File: src/rtl/apb_ram_mw_if.sv
// APB4 bus bundle for apb_ram_mw: master drives the request, slave returns data and status.
interface apb_ram_mw_if #(
    parameter int unsigned DATA_WIDTH = 32,
    parameter int unsigned ADDR_WIDTH = 32
);
    logic                    psel;
    logic                    penable;
    logic                    pwrite;
    logic [ADDR_WIDTH-1:0]   paddr;
    logic [DATA_WIDTH-1:0]   pwdata;
    logic [DATA_WIDTH/8-1:0] pstrb;
    logic [DATA_WIDTH-1:0]   prdata;
    logic                    pready;
    logic                    pslverr;

    modport master (
        output psel, penable, pwrite, paddr, pwdata, pstrb,
        input  prdata, pready, pslverr
    );

    modport slave (
        input  psel, penable, pwrite, paddr, pwdata, pstrb,
        output prdata, pready, pslverr
    );
endinterface

File: src/rtl/apb_ram_mw.sv
// APB4 completer around a word-organised RAM with byte strobes and range/alignment errors.
// Define APB_RAM_WAIT_EN to add a WAIT_STATES stall counter in the ACCESS phase.
module apb_ram_mw #(
    parameter int unsigned DATA_WIDTH  = 32,
    parameter int unsigned ADDR_WIDTH  = 32,
    parameter int unsigned DEPTH       = 32,
    parameter int unsigned WAIT_STATES = 0
) (
    input  logic        pclk,
    input  logic        prst,
    apb_ram_mw_if.slave bus
);
    localparam int unsigned STRB_W = DATA_WIDTH / 8;
    localparam int unsigned BL     = $clog2(STRB_W);
    localparam int unsigned IDX_W  = $clog2(DEPTH);
    localparam logic [ADDR_WIDTH:0] LIMIT = (ADDR_WIDTH + 1)'(DEPTH * STRB_W);

    typedef enum logic [1:0] {StIdle, StSetup, StAccess} state_e;

    state_e state_q, state_d;

    logic [DATA_WIDTH-1:0] mem [DEPTH];

    logic [IDX_W-1:0]  idx_q;
    logic              write_q;
    logic              err_q;
    logic [DATA_WIDTH-1:0] wdata_q;
    logic [STRB_W-1:0] strb_q;

    logic [3:0]        wait_cnt;
    logic              misalign;
    logic              err_new;
    logic              latch;
    logic              commit;
    logic              pready;
    logic              pslverr;
    logic [DATA_WIDTH-1:0] prdata;

    if (BL > 0) begin : g_align
        assign misalign = |bus.paddr[BL-1:0];
    end else begin : g_no_align
        assign misalign = 1'b0;
    end

    assign err_new = ({1'b0, bus.paddr} >= LIMIT) | misalign;
    assign latch   = (state_d == StSetup);
    // A completing cycle only commits while the master still holds psel.
    assign commit  = pready & bus.psel & write_q & ~err_q;

    always_ff @(posedge pclk or posedge prst) begin
        if (prst) begin
            state_q <= StIdle;
        end else begin
            state_q <= state_d;
        end
    end

    always_comb begin
        state_d = state_q;
        unique case (state_q)
            StIdle: begin
                if (bus.psel && !bus.penable) state_d = StSetup;
            end
            StSetup: begin
                state_d = (bus.psel && bus.penable) ? StAccess : StIdle;
            end
            StAccess: begin
                if (!bus.psel) begin
                    state_d = StIdle;
                end else if (pready) begin
                    state_d = bus.penable ? StIdle : StSetup;
                end
            end
            default: state_d = StIdle;
        endcase
    end

    always_comb begin
        pready  = 1'b0;
        pslverr = 1'b0;
        prdata  = '0;
        if (state_q == StAccess && wait_cnt == 4'd0) begin
            pready  = 1'b1;
            pslverr = err_q;
            if (!write_q && !err_q) prdata = mem[idx_q];
        end
    end

    assign bus.pready  = pready;
    assign bus.pslverr = pslverr;
    assign bus.prdata  = prdata;

    always_ff @(posedge pclk or posedge prst) begin
        if (prst) begin
            idx_q   <= '0;
            write_q <= 1'b0;
            err_q   <= 1'b0;
            wdata_q <= '0;
            strb_q  <= '0;
        end else if (latch) begin
            idx_q   <= bus.paddr[BL +: IDX_W];
            write_q <= bus.pwrite;
            err_q   <= err_new;
            wdata_q <= bus.pwdata;
            strb_q  <= bus.pstrb;
        end
    end

    // RAM contents survive reset on purpose.
    always_ff @(posedge pclk) begin
        if (commit) begin
            for (int b = 0; b < int'(STRB_W); b++) begin
                if (strb_q[b]) mem[idx_q][8*b +: 8] <= wdata_q[8*b +: 8];
            end
        end
    end

`ifdef APB_RAM_WAIT_EN
    logic [3:0] wait_cnt_q;

    always_ff @(posedge pclk or posedge prst) begin
        if (prst) begin
            wait_cnt_q <= 4'd0;
        end else if (state_q == StSetup && state_d == StAccess) begin
            wait_cnt_q <= 4'(WAIT_STATES);
        end else if (state_q == StAccess && wait_cnt_q != 4'd0) begin
            wait_cnt_q <= wait_cnt_q - 4'd1;
        end
    end

    assign wait_cnt = wait_cnt_q;
`else
    logic [3:0] unused_wait_states;

    assign unused_wait_states = 4'(WAIT_STATES);
    assign wait_cnt           = 4'd0;
`endif
endmodule

File: src/flat_wrapper.sv
// flat-port wrapper written by rule: the top's interface ports become plain ports
module apb_ram_mw_flat 
#(
    parameter int unsigned DATA_WIDTH  = 32,
    parameter int unsigned ADDR_WIDTH  = 32,
    parameter int unsigned DEPTH       = 32,
    parameter int unsigned WAIT_STATES = 0
)
  (pclk, prst, bus_psel, bus_penable, bus_pwrite, bus_paddr, bus_pwdata, bus_pstrb, bus_prdata, bus_pready, bus_pslverr);
  apb_ram_mw_if #(.DATA_WIDTH(DATA_WIDTH), .ADDR_WIDTH(ADDR_WIDTH)) bus_i ();
  input  logic pclk;
  input  logic prst;
  input wire logic [$bits(bus_i.psel)-1:0] bus_psel;
  input wire logic [$bits(bus_i.penable)-1:0] bus_penable;
  input wire logic [$bits(bus_i.pwrite)-1:0] bus_pwrite;
  input wire logic [$bits(bus_i.paddr)-1:0] bus_paddr;
  input wire logic [$bits(bus_i.pwdata)-1:0] bus_pwdata;
  input wire logic [$bits(bus_i.pstrb)-1:0] bus_pstrb;
  output wire logic [$bits(bus_i.prdata)-1:0] bus_prdata;
  output wire logic [$bits(bus_i.pready)-1:0] bus_pready;
  output wire logic [$bits(bus_i.pslverr)-1:0] bus_pslverr;
  assign bus_i.psel = bus_psel;
  assign bus_i.penable = bus_penable;
  assign bus_i.pwrite = bus_pwrite;
  assign bus_i.paddr = bus_paddr;
  assign bus_i.pwdata = bus_pwdata;
  assign bus_i.pstrb = bus_pstrb;
  assign bus_prdata = bus_i.prdata;
  assign bus_pready = bus_i.pready;
  assign bus_pslverr = bus_i.pslverr;
  apb_ram_mw #(.DATA_WIDTH(DATA_WIDTH), .ADDR_WIDTH(ADDR_WIDTH), .DEPTH(DEPTH), .WAIT_STATES(WAIT_STATES)) u_core (.pclk(pclk), .prst(prst), .bus(bus_i));
endmodule
File: config.mk
export PLATFORM = sky130hd
export DESIGN_NAME = apb_ram_mw_flat
export DESIGN_NICKNAME = d
export VERILOG_FILES = /design/src/rtl/apb_ram_mw_if.sv /design/src/rtl/apb_ram_mw.sv /design/src/flat_wrapper.sv
export SDC_FILE = /design/constraint.sdc
export NUM_CORES = 1
export LEC_CHECK = 0
export CELL_PAD_IN_SITES_DETAIL_PLACEMENT = 1
export CELL_PAD_IN_SITES_GLOBAL_PLACEMENT = 2
export CORE_ASPECT_RATIO = 1.1
export CORE_MARGIN = 3
export CORE_UTILIZATION = 45
export DETAILED_ROUTE_END_ITERATION = 16
export PLACE_DENSITY_LB_ADDON = 0.1
export SYNTH_ARGS = -nofsm -noshare
export SYNTH_HDL_FRONTEND = slang
export SYNTH_SLANG_ARGS = --single-unit
File: constraint.sdc
create_clock -name pclk -period 3.2 [get_ports pclk]
set_clock_uncertainty 0.2 [all_clocks]
set_input_delay 0.48 -clock pclk [delete_from_list [all_inputs] [get_ports pclk]]
set_output_delay 0.48 -clock pclk [all_outputs]
set_load 0.01 [all_outputs]
==> results.txt, run 1 <==
run status -> finished, violations left
failing checks -> setup timing
first drt pass iteration count -> 6
DP HPWL -> 74800 um
largest net degree at the start of global routing -> 45
Overall Global Routing Usage -> 0.256
Period Utilization, post-route -> 1.12
Max IR drop VDD -> 0.452 mV
share of cells above drive strength 1 -> 0.373
most frequent cells in the layout -> edfxtp_1, mux2i_1, buf_4
die area -> 0.0957 mm^2
CTS max path bufs -> 3
Design Area, Final -> 0.0552 mm^2
Crit. End Element -> primary output
Worst Path Arrival -> 2.90 ns
commonest non-fill, non-tap cell in the layout -> edfxtp_1
Initial Util -> 0.454
clk sinks -> 1069
CTS tree -> yes
FF+latch count, synth -> 1069
syn_nets -> 2410
initial DRC count -> 2202
CTS Root Buffer Type -> clkbuf_16
Via density -> 5.84
CP Max Fanout -> 7
Antenna diodes -> 0
die height -> 324 um
setup_tns -> -8.79 ns
Syn Inst Count -> 2337
Slew @ Worst Pin -> 1.29 ns
Placer Congestion -> 0.809
number of global-route vias before repair -> 25500
Max Cap Viol -> 0
Yosys cell types -> 30
Netlist Area Pre-Place -> 0.0414 mm^2
first-pass GRT wire length -> 178000 um
antenna violations before repair -> 1
Leak -> 19.0 nW
sequential share of the synthesized area -> 0.770
P&R area growth vs syn -> 33.4%
setup ws final -> -0.376 ns
fmax -> 0.280 GHz
top cell type by total area after synthesis -> edfxtp_1
average wire per standard cell -> 30.6 um
Setup CP Type -> reg2out
total number of vias -> 24200
die width -> 295 um
fill cell count -> 7900
Tmin final -> 3.58 ns
Hold Path Class -> in2async
cell row count -> 116
YS warnings -> 0
dpl ws -> -0.305 ns
grt total ovfl -> 0
htree depth -> 3
slew margin rel. -> 0.139
placed cell area -> 0.0463 mm^2
Worst R2R Path Depth -> 8
IO buf count -> 106
final setup fails -> 32
Post-Route WL -> 126000 um
clk_lat worst skew -> 0.68 ns
Worst-path clk slew -> 0.06 ns
Final Util -> 0.606
Critical Path RT -> 2.52 ns
Final Hold Fails -> 0
RSZ-0062 raised after global routing -> true
hold slack -> 0.0748 ns
fin nets -> 2939
CTS buffer count -> 109
DRC viols -> 0
Core Area -> 0.0911 mm^2
CP Launch Type -> flip-flop
Area contributors post-synth -> edfxtp_1, mux2i_1, o22ai_1
Power Dens Cells -> 643 mW/mm^2
top cell type's share of synthesized area -> 0.743
syn_area_per_cell -> 17.7 um^2
IO Count -> 107
final max-slew violation count -> 0
Antenna Violating Nets Remaining -> 0
area by class of cell:
cell class	instances	area, um^2	share of cell area
Sequential cell	1069	31900	0.578
Timing Repair Buffer	567	6090	0.110
Clock inverter	67	643	0.0117
Inverter	1	3.75	0.0000680
Tap cell	1180	1480	0.0267
Clock buffer	136	2970	0.0539
Multi-Input combinational cell	1118	12100	0.220
per-stage QoR:
stage	cells	power (mW)
floorplan	2337	18.7
global placement	3814	20.6
detailed placement	3814	20.7
CTS	4097	34.8
global route	4138	36.5
finish	4138	35.5
cells in the mapped netlist, drive strengths merged:
cell type and n:
clkbuf 55, nor4 70, or3b 1, edfxtp 1024
nor2b 3, or4 1, nand4 2, nor3b 3
nand2 33, and3 1, buf 95, inv 1
or4b 4, nand4b 4, mux2 42, nor2 133
nor3 2, a21oi 33, and3b 2, nand3 5
dfrtp 45, and2 2, o22ai 256, mux2i 512
and4b 2, nand4bb 6
worst paths after layout:
path / start / endpoint / slack, ns
worst max-delay path: u_core.idx_q[2]$_DFFE_PP0N_ / bus_prdata[25] / -0.38
worst min-delay path: prst / u_core.wdata_q[21]$_DFFE_PP0N_ / 0.07
worst max register to register: u_core.idx_q[1]$_DFFE_PP0N_ / u_core.mem[30][11]$_DFFE_PP_ / 0.14
worst min register to register: u_core.state_q[0]$_DFF_PP0_ / u_core.state_q[0]$_DFF_PP0_ / 0.30
max in group asynchronous: prst / u_core.wdata_q[2]$_DFFE_PP0N_ / 2.07
min in group pclk: bus_pwdata[21] / u_core.wdata_q[21]$_DFFE_PP0N_ / 0.21
flip-flops by register name (all words and copies together), names as in the netlist:
signal          count
u_core.err_q        1
u_core.idx_q        5
u_core.mem       1024
u_core.state_q      2
u_core.strb_q       4
u_core.wdata_q     32
u_core.write_q      1
logic make-up (layout without fill, tap and decap cells):
family / after synthesis / in the layout / share of synthesized area
flops: 1069 / 1069 / 0.770
compound gates: 289 / 289 / 0.0427
simple gates: 274 / 275 / 0.0332
mux: 554 / 554 / 0.135
buf+inv: 151 / 771 / 0.0188
per-layer routing:
metal / vias to the layer above / wire length [um] / global-route usage
met4: 0 / 3790 / 0.0706
li1: 10500 / - / -
met2: 784 / 61100 / 0.420
met3: 176 / 6800 / 0.0370
met1: 12800 / 54800 / 0.361
met5: - / 0 / 0
power breakdown:
| part | total, mW | switching [mW] | internal (mW) | leakage, nW |
|---|---|---|---|---|
| logic | 6.20 | 3.18 | 3.02 | 7.53 |
| clock network | 12.8 | 5.32 | 7.53 | 1.76 |
| registers | 16.4 | 0.441 | 16.0 | 9.74 |
| total | 35.5 | 8.94 | 26.5 | 19.0 |
critical path, cell delays in order, from the launching register on:
cell,delay [ns]
dfrtp_1,0.42
buf_6,0.13
or4b_4,0.58
buf_12,0.20
o22ai_4,0.25
nor4_4,0.09
buf_4,0.14
a21oi_1,0.22
buf_2,0.19
repair_timing:
action | CTS | global route
pin swaps | 82 | 70
hold buffers | 0 | 0
buffers inserted | 65 | 38
resized for setup | 490 | 330
setup endpoints to repair | 32 | 126
gates cloned | 23 | 11
endpoints found under the hold margin | 0 | 0
Power figures use the tool's default switching activity.
==> run 2: changes to the inputs <==
--- a/config.mk
+++ b/config.mk
@@ -12,6 +12,7 @@
 export CORE_UTILIZATION = 45
 export DETAILED_ROUTE_END_ITERATION = 16
 export PLACE_DENSITY_LB_ADDON = 0.1
+export SETUP_SLACK_MARGIN = 0.2
 export SYNTH_ARGS = -nofsm -noshare
 export SYNTH_HDL_FRONTEND = slang
 export SYNTH_SLANG_ARGS = --single-unit
==> results.txt, run 2 (synthesis results as in run 1) <==
run status -> finished, violations left (unchanged)
failing checks -> setup timing (unchanged)
Max IR drop VDD -> 0.478 mV (was 0.452 mV)
Max Cap Viol -> 0 (unchanged)
final setup fails -> 32 (unchanged)
htree depth -> 3 (unchanged)
slew margin rel. -> 0.139 (about the same)
CTS Root Buffer Type -> clkbuf_16 (unchanged)
fin nets -> 2964 (was 2939)
clk_lat worst skew -> 0.68 ns (about the same)
Worst R2R Path Depth -> 8 (unchanged)
hold slack -> 0.0778 ns (was 0.0748 ns)
fmax -> 0.281 GHz (was 0.280 GHz)
Worst-path clk slew -> 0.06 ns (about the same)
dpl ws -> -0.305 ns (unchanged)
max reg flops -> 1024 (unchanged)
first drt pass iteration count -> 5 (was 6)
DP HPWL -> 74800 um (unchanged)
Overall Global Routing Usage -> 0.259 (was 0.256)
largest delay contributor family on the critical path -> buffers and inverters (was simple AND/OR/NAND/NOR gates)
largest net degree at the start of global routing -> 45 (unchanged)
setup_tns -> -9.28 ns (was -8.79 ns)
die height -> 324 um (unchanged)
CP Max Fanout -> 7 (unchanged)
number of global-route vias before repair -> 25400 (was 25500)
RSZ-0062 raised after global routing -> true (unchanged)
commonest non-fill, non-tap cell in the layout -> edfxtp_1 (unchanged)
total number of vias -> 24300 (was 24200)
Core Area -> 0.0911 mm^2 (unchanged)
die width -> 295 um (unchanged)
CTS buffer count -> 109 (unchanged)
CP Launch Type -> flip-flop (unchanged)
Design Area, Final -> 0.0555 mm^2 (was 0.0552 mm^2)
Via density -> 5.84 (about the same)
average wire per standard cell -> 31.1 um (was 30.6 um)
Crit path largest cell delay -> 0.53 ns (was 0.58 ns)
critical path depth in cells -> 8 (unchanged)
grt total ovfl -> 0 (unchanged)
IO buf count -> 106 (unchanged)
Tmin final -> 3.56 ns (was 3.58 ns)
final max-slew violation count -> 0 (unchanged)
first-pass GRT wire length -> 179000 um (was 178000 um)
Biggest register -> u_core.mem (unchanged)
crit path cell chain -> buf_12, buf_16, buf_16, mux2i_2, o22ai_4, nor4_4, a21oi_2, buf_2 (was buf_6, or4b_4, buf_12, o22ai_4, nor4_4, buf_4, a21oi_1, buf_2)
most frequent cells in the layout -> edfxtp_1, mux2i_1, buf_4 (unchanged)
Initial Util -> 0.454 (unchanged)
Setup CP Type -> reg2out (unchanged)
DRC viols -> 0 (unchanged)
Top Registers -> u_core.mem: 1024 flops, u_core.wdata_q: 32 flops, u_core.idx_q: 5 flops (unchanged)
share of cells above drive strength 1 -> 0.381 (was 0.373)
initial DRC count -> 2234 (was 2202)
Critical Path RT -> 2.52 ns (about the same)
DP Cell Count -> 3814 (unchanged)
P&R area growth vs syn -> 34.2% (was 33.4%)
Leak -> 19.1 nW (was 19.0 nW)
fill cell count -> 7902 (was 7900)
setup ws final -> -0.360 ns (was -0.376 ns)
Worst Path Arrival -> 2.88 ns (was 2.90 ns)
CP max-delay cell -> dfrtp_4 (was or4b_4)
antenna violations before repair -> 0 (was 1)
Placer Congestion -> 0.809 (unchanged)
CTS tree -> yes (unchanged)
Final Hold Fails -> 0 (unchanged)
IO Count -> 107 (unchanged)
Hold Path Class -> in2async (unchanged)
Antenna Violating Nets Remaining -> 0 (unchanged)
Power Dens Cells -> 642 mW/mm^2 (was 643 mW/mm^2)
CTS max path bufs -> 3 (unchanged)
Post-Route WL -> 130000 um (was 126000 um)
Slew @ Worst Pin -> 1.29 ns (about the same)
clk sinks -> 1069 (unchanged)
WP buf/inv -> 4 (unchanged)
Period Utilization, post-route -> 1.11 (was 1.12)
Crit. End Element -> primary output (unchanged)
post-route insts no fill -> 4164 (was 4138)
cell mode on critical path -> buf_16
die area -> 0.0957 mm^2 (unchanged)
cell row count -> 116 (unchanged)
placed cell area -> 0.0463 mm^2 (unchanged)
run 2: cell count changes in the layout (fill, tap and decap cells not counted), sizes merged:
| cell | previous run | this run |
|---|---|---|
| diode | 0 | 1 |
| buf | 480 | 507 |
| bufbuf | 2 | 1 |
| clkbuf | 147 | 146 |
run 2: stage by stage:
| step | total power [mW] | utilization |
|---|---|---|
| 6_report | 35.6 | 0.609 |
| 5_1_grt | 36.7 | 0.609 |
| 4_1_cts | 34.9 | 0.585 |
| 3_5_place_dp | 20.7 | 0.507 |
| 3_3_place_gp | 20.6 | 0.507 |
| 2_1_floorplan | 18.7 | - |
run 2: area by class of cell:
type                    instances  area, um^2  area share
repair buffers                592        6410       0.115
diodes                          1        2.50   0.0000450
well taps                    1180        1480      0.0266
multi-input cells            1118       12200       0.219
clock buffers                 136        2970      0.0535
inverters                       1        3.75   0.0000676
clock inverters                67         643      0.0116
flip-flops and latches       1069       31900       0.574
run 2: what timing repair did:
| item | 4_1_cts | 5_1_grt |
|---|---|---|
| gates resized for setup | 526 | 321 |
| endpoints found under the setup margin | 32 | 168 |
| hold buffers | 0 | 0 |
| buffers inserted | 83 | 29 |
| pin swaps | 84 | 105 |
| endpoints found under the hold margin | 0 | 0 |
| cloned | 25 | 9 |
run 2: layer usage:
layer  wire (um)  vias to the layer above  track usage
li1            -                    10500            -
met1       55500                    12800        0.363
met2       62800                      856        0.427
met3        7300                      180       0.0367
met4        3890                        0       0.0710
met5           0                        -            0
run 2: path summary, 6_finish.rpt:
kind                                              from                              to  slack, ns
min in group pclk                       bus_pwdata[21]  u_core.wdata_q[21]$_DFFE_PP0N_       0.21
max                        u_core.idx_q[1]$_DFFE_PP0N_                  bus_prdata[27]      -0.36
max in group asynchronous                         prst   u_core.wdata_q[2]$_DFFE_PP0N_       2.07
min                                               prst  u_core.wdata_q[20]$_DFFE_PP0N_       0.08
max reg2reg                u_core.idx_q[1]$_DFFE_PP0N_     u_core.mem[6][28]$_DFFE_PP_       0.25
min reg2reg                u_core.state_q[0]$_DFF_PP0_     u_core.state_q[0]$_DFF_PP0_       0.30
run 2: where the power goes:
part	leakage [nW]	internal [mW]	switching (mW)
Clock	1.76	7.53	5.34
Combinational	7.64	3.10	3.24
Sequential	9.74	16.0	0.446
Total	19.1	26.6	9.02
